===== src/rtl/ddr3_ca_lane_ctrl.sv =====
// DDR3 command/address lane: 4-slot serialiser with 2T carry into the next word,
// plus a delay-line sequencer for load and stepwise relative tap moves.
module ddr3_ca_lane_ctrl (
    input  logic       FAB_CLK,
    input  logic       ARST_N,
    input  logic       CMD_VALID,
    input  logic [1:0] CMD_PHASE,
    input  logic       CMD_BIT,
    input  logic       CMD_2T,
    input  logic       IDLE_LEVEL,
    input  logic       DRIVE_EN,
    output logic [3:0] TX_DATA_0,
    output logic [3:0] OE_DATA_0,
    input  logic       DLY_REQ,
    input  logic       DLY_DIR,
    input  logic [7:0] DLY_STEPS,
    input  logic       DLY_LOAD_REQ,
    output logic       DLY_BUSY,
    output logic       DLY_DONE,
    output logic       DLY_ERR,
    output logic       DELAY_LINE_MOVE_0,
    output logic       DELAY_LINE_DIRECTION_0,
    output logic       DELAY_LINE_LOAD_0,
    input  logic       DELAY_LINE_OUT_OF_RANGE_0
);

    typedef enum logic [2:0] {IDLE, LOAD, MOVE, GAP, DONE} dly_state_t;

    // ---------------- CA data path ----------------
    logic [3:0] word_d;
    logic       carry_d;
    logic       carry_q;
    logic       carry_bit_q;

    // NOTE: every variable assigned in always_comb gets a default first, so no latch is inferred.
    always_comb begin
        word_d = {4{IDLE_LEVEL}};
        if (CMD_VALID) begin
            word_d[CMD_PHASE] = CMD_BIT;
            if (CMD_2T && (CMD_PHASE != 2'd3)) begin
                word_d[CMD_PHASE + 2'd1] = CMD_BIT;
            end
        end
        // A 2T bit spilled from slot 3 owns slot 0 of this word over any new command.
        if (carry_q) begin
            word_d[0] = carry_bit_q;
        end
        carry_d = CMD_VALID && CMD_2T && (CMD_PHASE == 2'd3);
    end

    // NOTE: sequential state uses non-blocking assignments so all registers update together.
    always_ff @(posedge FAB_CLK or negedge ARST_N) begin
        if (!ARST_N) begin
            TX_DATA_0   <= 4'b0000;
            OE_DATA_0   <= 4'b0000;
            carry_q     <= 1'b0;
            carry_bit_q <= 1'b0;
        end else begin
            TX_DATA_0   <= word_d;
            OE_DATA_0   <= {4{DRIVE_EN}};
            carry_q     <= carry_d;
            carry_bit_q <= CMD_BIT;
        end
    end

    // ---------------- delay-line sequencer ----------------
    dly_state_t state_q, state_d;
    logic [7:0] steps_q, steps_d;
    logic       dir_q, dir_d;
    logic       err_q, err_d;

    always_ff @(posedge FAB_CLK or negedge ARST_N) begin
        if (!ARST_N) begin
            state_q <= IDLE;
            steps_q <= 8'd0;
            dir_q   <= 1'b0;
            err_q   <= 1'b0;
        end else begin
            state_q <= state_d;
            steps_q <= steps_d;
            dir_q   <= dir_d;
            err_q   <= err_d;
        end
    end

    always_comb begin
        state_d = state_q;
        steps_d = steps_q;
        dir_d   = dir_q;
        err_d   = err_q;
        unique case (state_q)
            IDLE: begin
                if (DLY_LOAD_REQ) begin
                    err_d   = 1'b0;
                    state_d = LOAD;
                end else if (DLY_REQ) begin
                    err_d = 1'b0;
                    if (DLY_STEPS != 8'd0) begin
                        steps_d = DLY_STEPS;
                        dir_d   = DLY_DIR;
                        state_d = MOVE;
                    end else begin
                        state_d = DONE;
                    end
                end
            end
            LOAD: state_d = DONE;
            MOVE: begin
                if (steps_q != 8'd0) begin
                    steps_d = steps_q - 8'd1;
                end
                state_d = GAP;
            end
            GAP: begin
                if (DELAY_LINE_OUT_OF_RANGE_0) begin
                    err_d   = 1'b1;
                    state_d = DONE;
                end else if (steps_q == 8'd0) begin
                    state_d = DONE;
                end else begin
                    state_d = MOVE;
                end
            end
            DONE:    state_d = IDLE;
            default: state_d = IDLE;
        endcase
    end

    // Strobes decode straight from the state register, so reset clears them at once.
    assign DLY_BUSY               = (state_q != IDLE);
    assign DLY_DONE               = (state_q == DONE);
    assign DLY_ERR                = err_q;
    assign DELAY_LINE_MOVE_0      = (state_q == MOVE);
    assign DELAY_LINE_LOAD_0      = (state_q == LOAD);
    assign DELAY_LINE_DIRECTION_0 = dir_q;

endmodule


===== config.mk =====
export PLATFORM = sky130hd
export DESIGN_NAME = ddr3_ca_lane_ctrl
export DESIGN_NICKNAME = d
export VERILOG_FILES = /design/src/rtl/ddr3_ca_lane_ctrl.sv
export SDC_FILE = /design/constraint.sdc
export NUM_CORES = 1
export LEC_CHECK = 0
export BUFFER_PORTS_ARGS = -buffer_cell sky130_fd_sc_hd__buf_2
export CAP_MARGIN = 20
export CORE_ASPECT_RATIO = 0.75
export CORE_UTILIZATION = 25
export CTS_CLUSTER_DIAMETER = 150
export DETAILED_ROUTE_END_ITERATION = 7
export PLACE_DENSITY_LB_ADDON = 0.12
export SLEW_MARGIN = 20
export SYNTH_ARGS = -nofsm -noshare
export SYNTH_HDL_FRONTEND = slang
export SYNTH_SLANG_ARGS = --single-unit

===== constraint.sdc =====
create_clock -name FAB_CLK -period 2 [get_ports FAB_CLK]
set_input_delay 0.5 -clock FAB_CLK [delete_from_list [all_inputs] [get_ports FAB_CLK]]
set_output_delay 0.5 -clock FAB_CLK [all_outputs]
set_load 0.1 [all_outputs]

# --- After elaboration in Yosys (flattened, before gate mapping) ---
# Cells that the tools add are included.
totals:
  reg_bits: 20
  in_bits: 21
  output_inout_bits: 14
op_classes:
  n_addsub: 2
  n_lt_le_gt_ge: 4
  n_eq_ne: 12
  mux: 24
  bitwise_logic: 1
  n_reduce_logical: 15
ops:
  columns: ["cell", "n"]
  rows:
  - ["two-way mux 8 bit", 4]
  - ["one-hot mux 8 bit (2 select lines)", 1]
  - ["nonzero test 8 bit", 2]
  - ["two-way mux 3 bit", 5]
  - ["one-hot mux 3 bit (4 select lines)", 1]
  - ["!= test 2 bit, second input constant", 5]
  - ["bitwise mux 4 bit", 2]
  - ["zero test 8 bit", 1]
  - ["two-way mux 4 bit", 2]
  - ["subtractor 8 x 1 -> 8 bit, second input constant", 1]
  - ["equality test 3 x 2 -> 1 bit, second input constant", 2]
  - ["< comparator 2 x 3 -> 1 bit, second input constant", 2]
  - ["two-way mux 1 bit", 6]
  - ["logical AND 1 bit", 5]
  - ["AND reduction 5 bit", 1]
  - ["demux 1 bit (select 2 bit)", 2]
  - [">= comparator 2 x 1 -> 1 bit, second input constant", 2]
  - ["AND reduction 4 bit", 1]
  - ["nonzero test 2 bit", 2]
  - ["equality test 3 x 1 -> 1 bit, second input constant", 1]
  - ["equality test 3 bit, second input constant", 1]
  - ["zero test 3 bit", 1]
  - ["!= test 3 bit, second input constant", 1]
  - ["AND reduction 3 bit", 1]
  - ["other kinds (6)", 6]

# --- Longest topological paths before layout ---
logic_depth:
  depth_word: 9
  ltp_mapped: 6

# --- Least setup slack after synthesis ---
# No wires, ideal clock.
synth_timing:
  path_type: "flip-flop to output port"
  start: "register state_q[1]"
  end: "output DELAY_LINE_LOAD_0"
  arrival_time_ns: 2.651
  t_required_ns: 1.500
  setup_slack_ns: -1.151
  stages_incl_launch_ff: 3
  cell_sequence: "dfrtp_1 clkbuf_1 nor3_1"
synth_between:
  elab_chain_cells: 1
synth_lines:
  columns: ["item", "line_no", "text"]
  rows:
  - ["start: declaration", "67", "dly_state_t state_q, state_d;"]
  - ["start signal: assignment", "79", "state_q <= state_d;"]
  - ["equality test 3 x 1 -> 1 bit", "134", "assign DELAY_LINE_LOAD_0 = (state_q == LOAD);"]
  - ["end: declaration", "23", "output logic DELAY_LINE_LOAD_0,"]
# No other way between the ends.

# --- Worst setup path in the final report ---
layout_timing:
  start: "register state_q[0]"
  end: "output DLY_BUSY"
layout_between:
  elab_chain_cells: 1
layout_lines:
  columns: ["item", "line_no", "text"]
  rows:
  - ["nonzero test 3 bit", "130", "assign DLY_BUSY = (state_q != IDLE);"]
  - ["end: declaration", "18", "output logic DLY_BUSY,"]
# No other way between the ends.

==> out/qor.yml <==
route:
  vias_per_cell: 4.91
  drtPass1Iterations: 4
  drc: 0
  wirelength_um: 3030
  vias: 1109
  dr.first_iter.drc_count: 99
  ant_nets: 0
  wire_per_inst_um: 13.4
synthesis:
  syn_nets: 147
  avgSynthCellArea_um2: 9.62
  synth-async-reset-ratio_pct: 100
  synth_top_family_by_area: "compound AO/OA/AOI/OAI gates"
  syn_area_mm2: 0.00119
  synthSimpleGateAreaFrac_pct: 20.0
  synth_edf_count: 0
  synthDistinctLibCells: 44
  synth-compound-area-share_pct: 25.7
  muxShareOfSynthArea_pct: 2.73
  synth_xor_area_share_pct: 0
  netlist_instances: 124
  synth-seq-area-share_pct: 42.0
  ys_ff_latch: 20
  synth_ff_type: "dfrtp_1"
  yosys_warnings: 0
  synth_fa_ha_area_share_pct: 2.10
worst_setup_path:
  cp_max_fo: 6
  r2r_end: "steps_q[2]"
  worst_setup_path_start_kind: "register"
  cp.arrival_ns: 1.46
  crit_type: "register to output pin"
  reg2reg_slack_ns: 0.13
  worstPathRequired_ns: 1.50
  cp-end-kind: "output pin"
  reg2reg_depth: 6
  r2r_start: "state_q[0]"
power_and_ir_drop:
  p_comb_share_pct: 57.5
  internal_power_w: 0.00136
  peakVddDrop_mv: 0.737
  switchingPower_w: 0.00127
  sequentialPowerShare_pct: 26.8
  powerDensity_mw_per_mm2: 1620
  p_leak_nw: 0.724
  sw_frac_of_total_pct: 48.4
  clkPwrFrac_pct: 15.7
  p_total_w: 0.00263
layout:
  nFillCells: 457
  multi_input_area_um2: 616
  fin_util_pct: 36.0
  nets: 193
  layout_common_cells: "30 x buf_2, 17 x dfrtp_1, 15 x buf_4, 10 x inv_1, 9 x o21ai_0"
  n_antenna_cell: 0
  seqCellArea_um2: 504
  drive_above_1_share_pct: 42.0
  final_common_cell: "buf_2"
  syn2layout_area_growth_pct: 36.4
clock_tree:
  cts_tree: "built"
  h-tree-depth: 1
  cts_buffers: 3
  ctsHoldBuffers: 0
  clk_pin_slew_ns: 0.08
  clock-sinks: 20
  insertion_delay_ns: 0.26
  cts_root_buf: "clkbuf_8"
  cts.path.max_buffers: 2
timing:
  fin_crit_sh_pct: 97.9
  setup_viol: 0
  timing.setup.tns_ns: 0
  finalCriticalPeriod_ns: 1.96
  tightest_slew_ns: 0.485
  finClkSkew_ns: 0.00282
  slew_viol_final: 0
  slew_headroom_pct: 67.7
  finalHoldViolations: 0
  fmaxAchievable_mhz: 511
grt:
  grt_pass1_vias: 1034
  antenna_found_initial: 0
  grt_util_all_layers_pct: 13.3
  grt_max_degree: 21
  grt_pass1_wl_um: 4920
  grt_overflow: 0
floorplanning:
  die_x_um: 81.7
  io_pins: 35
  initial_core_util_pct: 26.4
  rows: 21
  fp.dieH_um: 61.8
  die-area_mm2: 0.00505
  core-area_mm2: 0.00452
place:
  dpl.hpwl_um: 2380
  numPortBuffers: 34
  gp_congestion: 0.826
outcome:
  outcome: "finished, final reports clean"
flow_run:
  maxCapViolCount: 0
min_path:
  hold_class: "input pin to asynchronous set/reset pin"
-- layer usage --
layer	wire (um)	vias up	share of wire, %	track usage, %
li1	-	554	-	-
met1	1610	523	53	19.5
met2	1190	28	39	17.6
met3	182	4	6.0	3.36
met4	46	0	1.5	7.02
met5	0	-	0	0
-- worst max-delay path, stage by stage, from the launching register on --
cell	delay, ns
dfrtp_2	0.45
or3_2	0.50
buf_4	0.25
-- per-stage QoR --
step | hold WS [ns] | instance area (um^2) | setup WS (ns) | std cells
after global routing | 0.223 | 1630 | -0.00267 | 226
after floorplan | 0.204 | 1200 | -0.293 | 124
final | 0.189 | 1630 | 0.0419 | 226
after CTS | 0.205 | 1620 | 0.00962 | 225
after detailed placement | 0.446 | 1540 | 0.0207 | 221
after global placement | 0.447 | 1540 | 0.0558 | 221
-- synthesized netlist by cell type, types with 3 or more instances --
master / count / area share [%]
o21ai_0: 9 / 3.8
nand2_1: 7 / 2.2
inv_1: 11 / 3.5
a21oi_1: 6 / 2.5
nand3_1: 3 / 1.3
o22ai_1: 5 / 2.6
o2bb2ai_1: 3 / 2.2
buf_4: 3 / 1.9
nor2_1: 8 / 2.5
dfrtp_1: 20 / 42
nor3_1: 4 / 1.7
nor4_1: 5 / 2.6
-- power groups by stage --
stage / logic [W] / clock network [W] / registers [W]
finish: 0.00151 / 0.000412 / 0.000704
global route: 0.00162 / 0.000447 / 0.000722
CTS: 0.00150 / 0.000424 / 0.000700
detailed placement: 0.00148 / 0 / 0.000702
global placement: 0.00150 / 0 / 0.000706
floorplan: 0.000926 / 0 / 0.000837
-- worst max path at each step --
| stage | cells after the start | start | slack [ns] | end |
|---|---|---|---|---|
| finish | 2 | state_q[0] | 0.04 | DLY_BUSY |
| global route | 2 | state_q[0] | -0.003 | DLY_BUSY |
| CTS | 3 | state_q[2] | 0.01 | DELAY_LINE_MOVE_0 |
| detailed placement | 7 | DLY_LOAD_REQ | 0.02 | steps_q[2] |
| global placement | 7 | DLY_LOAD_REQ | 0.06 | steps_q[1] |
| floorplan | 2 | state_q[1] | -0.29 | DELAY_LINE_LOAD_0 |
-- repair_timing --
item	4_1_cts	5_1_grt
gates resized for setup	3	3
setup buffers	0	1
endpoints found under the setup margin	2	2
-- cells by family after synthesis --
family          after synthesis
buf+inv                      18
fa+ha+maj                     2
mux                           3
simple gates                 41
flops                        20
compound gates               40
-- sequential cells by signal (all words and copies together) (netlist names) --
name / count
state_q: 3
DLY_ERR: 1
DELAY_LINE_DIRECTION_0: 1
OE_DATA_0: 1
steps_q: 8
TX_DATA_0: 4
carry_bit_q: 1
carry_q: 1
-- final cells by class --
cell class                 count  share of cell area (%)
tap                           57                    4.38
clock buffer                   3                    2.54
sequential                    20                    31.0
clock inverter                 1                    1.85
multi-input combinational     86                    37.8
inverter                      11                    2.54
timing repair buffer          48                    19.8
Note: power is estimated with default switching activity, not from simulation.
